**config.mk**
```make
export PLATFORM = sky130hd
export DESIGN_NAME = ms_ahbl_dma_txfifo
export DESIGN_NICKNAME = d
export VERILOG_FILES = /design/src/rtl/ms_txfifo_pkg.sv /design/src/rtl/ms_sync_fifo.sv /design/src/rtl/ms_ahbl_dma_txfifo.sv
export SDC_FILE = /design/constraint.sdc
export NUM_CORES = 1
export LEC_CHECK = 0
export ABC_AREA = 1
export CELL_PAD_IN_SITES_DETAIL_PLACEMENT = 1
export CELL_PAD_IN_SITES_GLOBAL_PLACEMENT = 2
export CORE_ASPECT_RATIO = 1.25
export CORE_MARGIN = 1.5
export CORE_UTILIZATION = 30
export CTS_CLUSTER_DIAMETER = 40
export CTS_CLUSTER_SIZE = 12
export DETAILED_ROUTE_END_ITERATION = 6
export DONT_BUFFER_PORTS = 1
export HOLD_SLACK_MARGIN = 0.08
export PLACE_DENSITY_LB_ADDON = 0.1
export SLEW_MARGIN = 15
export SYNTH_ARGS = -nofsm -noshare
export SYNTH_HDL_FRONTEND = slang
export SYNTH_SLANG_ARGS = --single-unit
export TNS_END_PERCENT = 50
```
**constraint.sdc**
```tcl
create_clock -name HCLK -period 5.5 [get_ports HCLK]
set_clock_uncertainty 0.05 [all_clocks]
set_input_delay 0.55 -clock HCLK [delete_from_list [all_inputs] [get_ports HCLK]]
set_output_delay 0.55 -clock HCLK [all_outputs]
set_load 0.01 [all_outputs]
```
**src/rtl/ms_txfifo_pkg.sv**
```systemverilog
// Register map, bit positions and data-phase record for the DMA TX FIFO.
package ms_txfifo_pkg;

  localparam logic [3:0] DATA_OFF   = 4'h0;
  localparam logic [3:0] STATUS_OFF = 4'h4;
  localparam logic [3:0] THRESH_OFF = 4'h8;
  localparam logic [3:0] CTRL_OFF   = 4'hC;

  localparam int EMPTY_BIT = 16;
  localparam int FULL_BIT  = 17;
  localparam int OVF_BIT   = 18;

  localparam int EN_BIT    = 0;
  localparam int FLUSH_BIT = 1;

  // Captured AHB address phase, acted on in the following data phase.
  typedef struct packed {
    logic       vld;
    logic       wr;
    logic [1:0] idx;
  } dphase_t;

endpackage

```
**src/rtl/ms_sync_fifo.sv**
```systemverilog
// First-word-fall-through synchronous FIFO with an extra pointer bit for
// full/empty disambiguation; flush wins over push/pop in the same cycle.
module ms_sync_fifo #(
  parameter int DW    = 32,
  parameter int DEPTH = 8,
  parameter int AW    = $clog2(DEPTH)
) (
  input  logic          clk,
  input  logic          rst,
  input  logic          push,
  input  logic [DW-1:0] wdata,
  input  logic          pop,
  input  logic          flush,
  output logic [DW-1:0] rdata,
  output logic [AW:0]   level,
  output logic          full,
  output logic          empty
);

  logic [AW:0]   wr_ptr_q, wr_ptr_d;
  logic [AW:0]   rd_ptr_q, rd_ptr_d;
  logic [DW-1:0] mem_q [DEPTH];
  logic          do_push, do_pop;

  assign level = wr_ptr_q - rd_ptr_q;
  assign full  = (level == (AW+1)'(DEPTH));
  assign empty = (level == '0);
  assign rdata = mem_q[rd_ptr_q[AW-1:0]];

  // A pop in the same cycle frees the slot a push to a full FIFO needs.
  assign do_push = push & (~full | pop) & ~flush;
  assign do_pop  = pop & ~empty & ~flush;

  // Next pointer values: flush collapses both to zero.
  always_comb begin
    wr_ptr_d = wr_ptr_q;
    rd_ptr_d = rd_ptr_q;
    if (flush) begin
      wr_ptr_d = '0;
      rd_ptr_d = '0;
    end else begin
      if (do_push) wr_ptr_d = wr_ptr_q + 1'b1;
      if (do_pop)  rd_ptr_d = rd_ptr_q + 1'b1;
    end
  end

  // Pointer registers.
  always_ff @(posedge clk or posedge rst) begin
    if (rst) begin
      wr_ptr_q <= '0;
      rd_ptr_q <= '0;
    end else begin
      wr_ptr_q <= wr_ptr_d;
      rd_ptr_q <= rd_ptr_d;
    end
  end

  // Storage array; contents are don't-care until written.
  always_ff @(posedge clk) begin
    if (do_push) mem_q[wr_ptr_q[AW-1:0]] <= wdata;
  end

endmodule

```
**src/rtl/ms_ahbl_dma_txfifo.sv**
```systemverilog
// AHB-Lite DMA TX FIFO: register decode, DREQ, OVF and write-stall logic.
// Optional macro MS_TXFIFO_WR_STALL_EN: DATA writes to a full FIFO stall
// (HREADYOUT low) instead of being dropped with OVF set.
module ms_ahbl_dma_txfifo
  import ms_txfifo_pkg::*;
#(
  parameter int DW    = 32,
  parameter int DEPTH = 8
) (
  input  logic          HCLK,
  input  logic          HRESET,
  input  logic          HSEL,
  input  logic [31:0]   HADDR,
  input  logic [1:0]    HTRANS,
  input  logic          HWRITE,
  input  logic          HREADY,
  input  logic [31:0]   HWDATA,
  input  logic [2:0]    HSIZE,
  output logic          HREADYOUT,
  output logic [31:0]   HRDATA,
  output logic          DREQ,
  output logic          S_VALID,
  output logic [DW-1:0] S_DATA,
  input  logic          S_READY
);

  localparam int AW = $clog2(DEPTH);

  dphase_t       dp_q, dp_d;
  logic          en_q, en_d;
  logic          ovf_q, ovf_d;
  logic          dreq_q, dreq_d;
  logic [8:0]    thresh_q, thresh_d;

  logic [AW:0]   level;
  logic          full, empty;
  logic [DW-1:0] head;
  logic [3:0]    dp_off;
  logic          wr_data, wr_status, wr_thresh, wr_ctrl;
  logic          push, pop, flush, ovf_set;
  logic [9:0]    lvl_nxt, free_nxt;
  logic          unused_ok;

  assign unused_ok = ^{HSIZE, HADDR[31:4], HADDR[1:0], HWDATA};

  assign dp_off    = {dp_q.idx, 2'b00};
  assign wr_data   = dp_q.vld & dp_q.wr & (dp_off == DATA_OFF);
  assign wr_status = dp_q.vld & dp_q.wr & (dp_off == STATUS_OFF);
  assign wr_thresh = dp_q.vld & dp_q.wr & (dp_off == THRESH_OFF);
  assign wr_ctrl   = dp_q.vld & dp_q.wr & (dp_off == CTRL_OFF);

  assign S_VALID = en_q & ~empty;
  assign S_DATA  = empty ? '0 : head;
  assign DREQ    = dreq_q;
  assign pop     = S_VALID & S_READY;
  assign flush   = wr_ctrl & HWDATA[FLUSH_BIT];
  assign push    = wr_data & (~full | pop);

`ifdef MS_TXFIFO_WR_STALL_EN
  // Hold the data phase open until a pop makes room; never overflow.
  assign HREADYOUT = ~(wr_data & full & ~pop);
  assign ovf_set   = 1'b0;
`else
  assign HREADYOUT = 1'b1;
  assign ovf_set   = wr_data & full & ~pop;
`endif

  ms_sync_fifo #(.DW(DW), .DEPTH(DEPTH), .AW(AW)) u_fifo (
    .clk   (HCLK),
    .rst   (HRESET),
    .push  (push),
    .wdata (HWDATA[DW-1:0]),
    .pop   (pop),
    .flush (flush),
    .rdata (head),
    .level (level),
    .full  (full),
    .empty (empty)
  );

  // Address-phase capture and register next-state, DREQ from post-update state.
  always_comb begin
    dp_d     = dp_q;
    en_d     = en_q;
    ovf_d    = ovf_q;
    thresh_d = thresh_q;
    if (HREADY) begin
      dp_d.vld = HSEL & HTRANS[1];
      dp_d.wr  = HWRITE;
      dp_d.idx = HADDR[3:2];
    end
    if (wr_ctrl) en_d = HWDATA[EN_BIT];
    if (wr_thresh)
      thresh_d = (HWDATA[8:0] > 9'(DEPTH)) ? 9'(DEPTH) : HWDATA[8:0];
    if (ovf_set)
      ovf_d = 1'b1;
    else if (wr_status & HWDATA[OVF_BIT])
      ovf_d = 1'b0;
    lvl_nxt  = flush ? 10'd0 : 10'(level) + 10'(push) - 10'(pop);
    free_nxt = 10'(DEPTH) - lvl_nxt;
    dreq_d   = en_d & (thresh_d != 9'd0) & (free_nxt >= {1'b0, thresh_d});
  end

  // Control/status registers.
  always_ff @(posedge HCLK or posedge HRESET) begin
    if (HRESET) begin
      dp_q     <= '0;
      en_q     <= 1'b0;
      ovf_q    <= 1'b0;
      dreq_q   <= 1'b0;
      thresh_q <= 9'(DEPTH / 2);
    end else begin
      dp_q     <= dp_d;
      en_q     <= en_d;
      ovf_q    <= ovf_d;
      dreq_q   <= dreq_d;
      thresh_q <= thresh_d;
    end
  end

  // Read mux driven by the captured data-phase address.
  always_comb begin
    HRDATA = '0;
    if (dp_q.vld & ~dp_q.wr) begin
      case (dp_off)
        STATUS_OFF: begin
          HRDATA[AW:0]      = level;
          HRDATA[EMPTY_BIT] = empty;
          HRDATA[FULL_BIT]  = full;
          HRDATA[OVF_BIT]   = ovf_q;
        end
        THRESH_OFF: HRDATA[8:0]    = thresh_q;
        CTRL_OFF:   HRDATA[EN_BIT] = en_q;
        default:    HRDATA         = '0;
      endcase
    end
  end

endmodule
```
; Word-level counts from Yosys, hierarchy flattened
; Memory sizes are Yosys's and may differ from the RTL's.
; Index checks and enable logic that the tools add are counted.
[totals]
reg_bits = 24
ram_bits = 256
input_bits = 75
out_inout_bits = 67
wordCells = 72
mem_count = 1
[op_classes]
add_sub_neg = 6
magnitude_cmp = 2
eq_ne = 4
mux = 18
bitwise_logic = 26
n_reduce_logical = 6
[mem_list]
columns = name, depth, width, read_ports, rd_clocked_by_memory_dff, write_ports, line_no
row1 = u_fifo.mem_q, 8, 32, 1, 0, 1, ms_sync_fifo.sv:22  ; logic [DW-1:0] mem_q [DEPTH];
[ops]
columns = operator, n
row1 = 32-bit 2-to-1 mux, 1
row2 = 1-bit bitwise AND, 20
row3 = 19-bit 2-to-1 mux, 1
row4 = 9-bit 2-to-1 mux, 2
row5 = 4-bit 2-to-1 mux, 4
row6 = 10-bit by 9-bit >= comparator with 1-bit output, 1
row7 = 10-bit 2-to-1 mux, 1
row8 = 4-bit by 10-bit subtractor with 10-bit output (first input constant), 1
row9 = 9-bit by 4-bit greater-than comparator with 1-bit output (second input constant), 1
row10 = 9-bit nonzero test, 1
row11 = 4-bit by 1-bit adder with 4-bit output (second input constant), 2
row12 = 4-bit zero test, 2
row13 = 3-bit case mux with 2 select lines, 1
row14 = 2-bit nonzero test, 3
row15 = 5-bit by 1-bit subtractor with 6-bit output, 1
row16 = 4-bit by 1-bit adder with 5-bit output, 1
row17 = 1-bit 2-to-1 mux, 5
row18 = 5-bit 2-to-1 mux, 1
row19 = 1-bit inverter, 5
row20 = 2-bit == test (second input constant), 2
row21 = 4-bit == test (second input constant), 1
row22 = 4-bit subtractor, 1
row23 = 3-bit 2-to-1 mux, 1
row24 = 1-bit case mux with 3 select lines, 1
row25 = 2 further kinds, 2

; Depth between registers and ports, before layout
[depth]
ltp_word = 13
mapped_depth = 35
mapped_depth_nobuf = 34

; Modules after synthesis
; A second synthesis with hierarchy kept.
[unflattened]
hier_cells = 1135
hier_area_um2 = 12578.3
[by_module_without_submodules]
columns = module, n_inst, cells_per_inst, area_per_inst_um2, seq_area_each_um2
row1 = ms_sync_fifo, 1, 818, 10620.2, 7887.6
row2 = ms_ahbl_dma_txfifo, 1, 317, 1958.1, 401.6

; Worst setup path before layout
; Ideal clock, no wire load.
[synth_timing]
kind = flip-flop to flip-flop
from = register u_fifo.rd_ptr_q[2]
to = memory u_fifo.mem_q[3][0], enable pin
setup_ps = 461
t_arrival_ps = 4729
t_required_ps = 4989
setup_slack_ps = 260
stages_incl_launch_ff = 17
path_buffers = 2
synth_period_minus_slack_ps = 5240
path_cell_list = dfrtp_1 > buf_2 > clkinv_1 > clkbuf_1 > ha_1 > a21oi_1 > nand2_1 > nand2_1 > nand2_1 > ha_1 > nand3_2 > nand3_1 > a21oi_2 > inv_1 > nor2_1 > inv_1 > nor3_1
[synth_via]
elab_chain_cells = 11
elab_cells_between_ends = 13
cone_classes = add/sub: 1 / eq/ne: 1 / mux: 2 / bitwise: 8 / reduce/logical: 1
[synth_lines]
columns = element, line_no
row1 = start: declaration, ms_sync_fifo.sv:21  ; logic [AW:0] rd_ptr_q, rd_ptr_d;
row2 = start signal: assignment, ms_sync_fifo.sv:54  ; rd_ptr_q <= rd_ptr_d;
row3 = 4-bit subtractor *, ms_sync_fifo.sv:25  ; assign level = wr_ptr_q - rd_ptr_q;
row4 = 4-bit zero test, ms_sync_fifo.sv:27  ; assign empty = (level == '0);
row5 = 1-bit inverter, ms_ahbl_dma_txfifo.sv:52  ; assign S_VALID = en_q & ~empty;
row6 = 1-bit bitwise AND, ms_ahbl_dma_txfifo.sv:52
row7 = 1-bit bitwise AND, ms_ahbl_dma_txfifo.sv:55  ; assign pop = S_VALID & S_READY;
row8 = 1-bit bitwise OR *, "ms_sync_fifo.sv:31, ms_ahbl_dma_txfifo.sv:57"
row9 = 1-bit bitwise AND, ms_ahbl_dma_txfifo.sv:57  ; assign push = wr_data & (~full | pop);
row10 = 1-bit bitwise AND * (2 in a row), ms_sync_fifo.sv:31  ; assign do_push = push & (~full | pop) & ~flush;
row11 = 1-bit 2-to-1 mux *, ms_sync_fifo.sv:60  ; if (do_push) mem_q[wr_ptr_q[AW-1:0]] <= wdata;
row12 = 1-bit 2-to-1 mux (not written as such) *, ms_sync_fifo.sv:60
row13 = end: declaration, ms_sync_fifo.sv:22
; Mark *: on every way between the ends. The rest lies on a longest branch, timed or not.

; Worst setup path after layout
[layout_timing]
from = register u_fifo.wr_ptr_q[2]
to = register dreq_q, in the netlist DREQ
[layout_via]
elab_chain_cells = 13
elab_cells_between_ends = 15
cone_classes = add/sub: 4 / order compare: 1 / eq/ne: 1 / mux: 1 / bitwise: 7 / reduce/logical: 1
[layout_lines]
columns = element, line_no
row1 = start: declaration, ms_sync_fifo.sv:20  ; logic [AW:0] wr_ptr_q, wr_ptr_d;
row2 = start signal: assignment, ms_sync_fifo.sv:53  ; wr_ptr_q <= wr_ptr_d;
row3 = 4-bit subtractor *, ms_sync_fifo.sv:25
row4 = 4-bit zero test, ms_sync_fifo.sv:27
row5 = 1-bit inverter, ms_ahbl_dma_txfifo.sv:52
row6 = 1-bit bitwise AND, ms_ahbl_dma_txfifo.sv:52
row7 = 1-bit bitwise AND, ms_ahbl_dma_txfifo.sv:55
row8 = 1-bit bitwise OR, ms_ahbl_dma_txfifo.sv:57
row9 = 1-bit bitwise AND, ms_ahbl_dma_txfifo.sv:57
row10 = 4-bit by 1-bit adder with 5-bit output, ms_ahbl_dma_txfifo.sv:99  ; lvl_nxt = flush ? 10'd0 : 10'(level) + 10'(push) - 10'(pop);
row11 = 5-bit by 1-bit subtractor with 6-bit output *, ms_ahbl_dma_txfifo.sv:99
row12 = 10-bit 2-to-1 mux *, ms_ahbl_dma_txfifo.sv:99
row13 = 4-bit by 10-bit subtractor with 10-bit output *, ms_ahbl_dma_txfifo.sv:100  ; free_nxt = 10'(DEPTH) - lvl_nxt;
row14 = 10-bit by 9-bit >= comparator with 1-bit output *, ms_ahbl_dma_txfifo.sv:101  ; dreq_d = en_d & (thresh_d != 9'd0) & (free_nxt >= {1'b0, thresh_d});
row15 = 1-bit bitwise AND *, ms_ahbl_dma_txfifo.sv:101
row16 = named net dreq_d, ms_ahbl_dma_txfifo.sv:32  ; logic dreq_q, dreq_d;
row17 = end signal: assignment, ms_ahbl_dma_txfifo.sv:116  ; dreq_q <= dreq_d;
row18 = end: declaration, ms_ahbl_dma_txfifo.sv:32
; Mark *: on every way through the listed nets, which the timed path passes. The rest lies on a longest branch.
; A chain may end at the register's enable or synchronous reset.

==> qor.csv <==
metric,value,unit
status,completed,
dr.pass1.iters,4,
root_buffer,clkbuf_16,
fin_crit,5.11,ns
die_width,184,µm
numCtsBuffers,46,
grt_antenna_before_repair,2,
synthTopCellsByArea,"edfxtp_1 (62%), o21ai_0 (5.6%), nor2_1 (4.7%)",
rsz0062_at_grt,false,
routedWlPerCell,20.7,µm
cts_tree,yes,
cp_data_arrival_time,5.50,ns
hold_slack,0.120,ns
die_area,42400,µm²
hold_path.class,in -> reg,
max_slew_margin,0.436,
synthCells,989,
tns,0,ns
post_dp_cell_area,12900,µm²
max_freq,196,MHz
vias,7836,
ff2ff_setup_slack,0.39,ns
final_util,0.368,
setup.worst_path.end,DREQ,
final_area,14800,µm²
drv_slew,0,
worst-slew-pin-transition,0.846,ns
insertion_delay,0.55,ns
yosys_warnings,0,
path_clk_slew,0.05,ns
required,5.89,ns
overflow,0,
core_area,40300,µm²
drt-total-wl,33.7,mm
hold_viol,0,
synth-seq-area-share,0.671,
route.detailed.drc,0,
slowest_delay,0.45,ns
rows,82,
cpMostUsedCell,nand2_1,
io-pin-count,142,
ant_nets,0,
end_kind,flop,
drive_gt1_frac,0.192,
grt_pass1_wl,51.5,mm
worstPathMaxFanout,4,
grt_max_degree,82,
globalplace.congestion,0.714,
power_density,640,nW/µm²
syn_avg_cell_area,12.5,µm²
htreeDepth,2,
area_growth,20.0,%
grt_pass1_vias,8493,
peakVddDrop,0.000355,V
via_per_inst,4.81,
yosys.area.top_type,edfxtp_1,
timing.rr.start,u_fifo.wr_ptr_q[2],
drt_iter0_drc,289,
startpoint_type,flop,
io_buffers,0,
synth_cell_types,40,
syn_area,12300,µm²
r2r.worst_path.cells,30,
timing.max_cap.violations,0,
r2r-end,DREQ,
setup.worst_path.class,reg -> reg,
finalSetupViolCount,0,
synth.top_cell.area_share,0.623,
grt_use_total,0.163,
crit_slowest_cell,fa_1,
timing.final.crit_share,0.928,
hpwl,18.5,mm
clk_path_buf_depth,3,
initial_core_util,0.306,
finalPower,9490,µW
startpoint,u_fifo.wr_ptr_q[2],
cts.sinks,280,
die_h,230,µm
ys_ff_latch,280,
fin_nets,1147,
p_leak,0.00524,µW
[Yosys cell counts (all sizes together)]
cell / instances
a311oi: 1
nand4: 2
buf: 46
nor3: 36
edfxtp: 256
clkinv: 1
dfstp: 1
dfrtp: 23
o221a: 64
o31ai: 1
xor2: 2
clkbuf: 30
nand3: 19
a21oi: 17
ha: 28
nor2: 158
o21a: 3
xnor2: 2
nand3b: 2
o21ai: 142
nand2: 94
conb: 2
mux2: 1
or2: 1
and3: 1
inv: 54
fa: 2
[cell usage in the layout, fill, tap and decap left out, drive strengths merged]
cell type and instances:
inv 67, mux2 1, dfrtp 23, fa 2, dlygate4sd3 38, o21a 3, nor3 36, nor2 158
a311oi 1, ha 28, nand3b 2, clkinvlp 6, clkbuf 51, conb 21, bufinv 3, buf 24
diode 2, dfstp 1, clkinv 14, o21ai 142, o221a 64, nand3 19, and3 1, edfxtp 256
o31ai 1, nand4 2, or2 1, xor2 2, xnor2 2, a21oi 17, nand2 94
[metal layers]
layer,up-vias,track usage,share of wire
met2,146,0.285,0.51
met3,49,0.0315,0.040
met1,3952,0.204,0.43
met4,0,0.0469,0.021
met5,-,0,0
li1,3689,-,-
[registers in the layout, summed over array words and instances, names as in the netlist]
signal           count
thresh_q             9
u_fifo.rd_ptr_q      4
DREQ                 1
dp_q                 2
ovf_q                1
u_fifo.wr_ptr_q      4
u_fifo.mem_q       256
en_q                 1
dp_off               2
[metrics by stage]
step           setup slack (ns)  instances
2_1_floorplan             0.260       1008
3_3_place_gp              0.278       1501
3_5_place_dp              0.241       1501
4_1_cts                   0.227       1625
5_1_grt                 0.00972       1627
6_report                  0.393       1628
[where the power goes]
part,switching [µW],internal (µW)
Sequential,50.1,2410
Clock,1090,1710
Combinational,2730,1500
[worst min path at each step]
stage               from     endpoint  slack [ns]  depth (start not counted)
6_report       HWDATA[2]  thresh_q[2]        0.12                          2
3_5_place_dp       ovf_q        ovf_q        0.47                          2
5_1_grt        HWDATA[2]  thresh_q[2]        0.13                          2
4_1_cts        HWDATA[2]  thresh_q[2]        0.09                          2
3_3_place_gp       ovf_q        ovf_q        0.47                          2
2_1_floorplan      ovf_q        ovf_q        0.42                          2
[kinds of logic (layout without fill, tap and decap cells)]
| logic type | after synthesis | in the layout | synth area share |
|---|---|---|---|
| multiplexers | 1 | 1 | 0.000912 |
| other | 2 | 23 | 0.000608 |
| XOR/XNOR | 4 | 4 | 0.00284 |
| AO/OA/AOI/OAI | 228 | 228 | 0.126 |
| AND/OR/NAND/NOR | 313 | 313 | 0.115 |
| buffers and inverters | 131 | 203 | 0.0513 |
| adder cells (fa/ha/maj) | 30 | 30 | 0.0316 |
| flip-flops | 280 | 280 | 0.671 |
[repair_timing]
item                                    in CTS  in global routing
endpoints found under the setup margin       0                  1
buffers inserted                             0                  1
gates resized for setup                      0                  2
endpoints found under the hold margin      283                  0
hold buffers                                38                  0
[final cells by class]
class,instances,area [µm²]
Antenna cell,2,5.00
Clock buffer,51,1170
Clock inverter,35,338
Fill cell,4282,25500
Inverter,55,209
Multi-Input combinational cell,597,3560
Sequential cell,280,8300
Tap cell,546,683
Timing Repair Buffer,62,561
[critical path: cells and delay by family, from the launching register on]
kind | cells | cell delay [ns]
buffers and inverters | 3 | 0.18
adders and majority gates | 6 | 1.90
and+or+nand+nor | 16 | 1.72
DFF | 1 | 0.42
AOI/OAI and AO/OA | 5 | 0.74
Note: power is estimated with default switching activity, not from simulation.
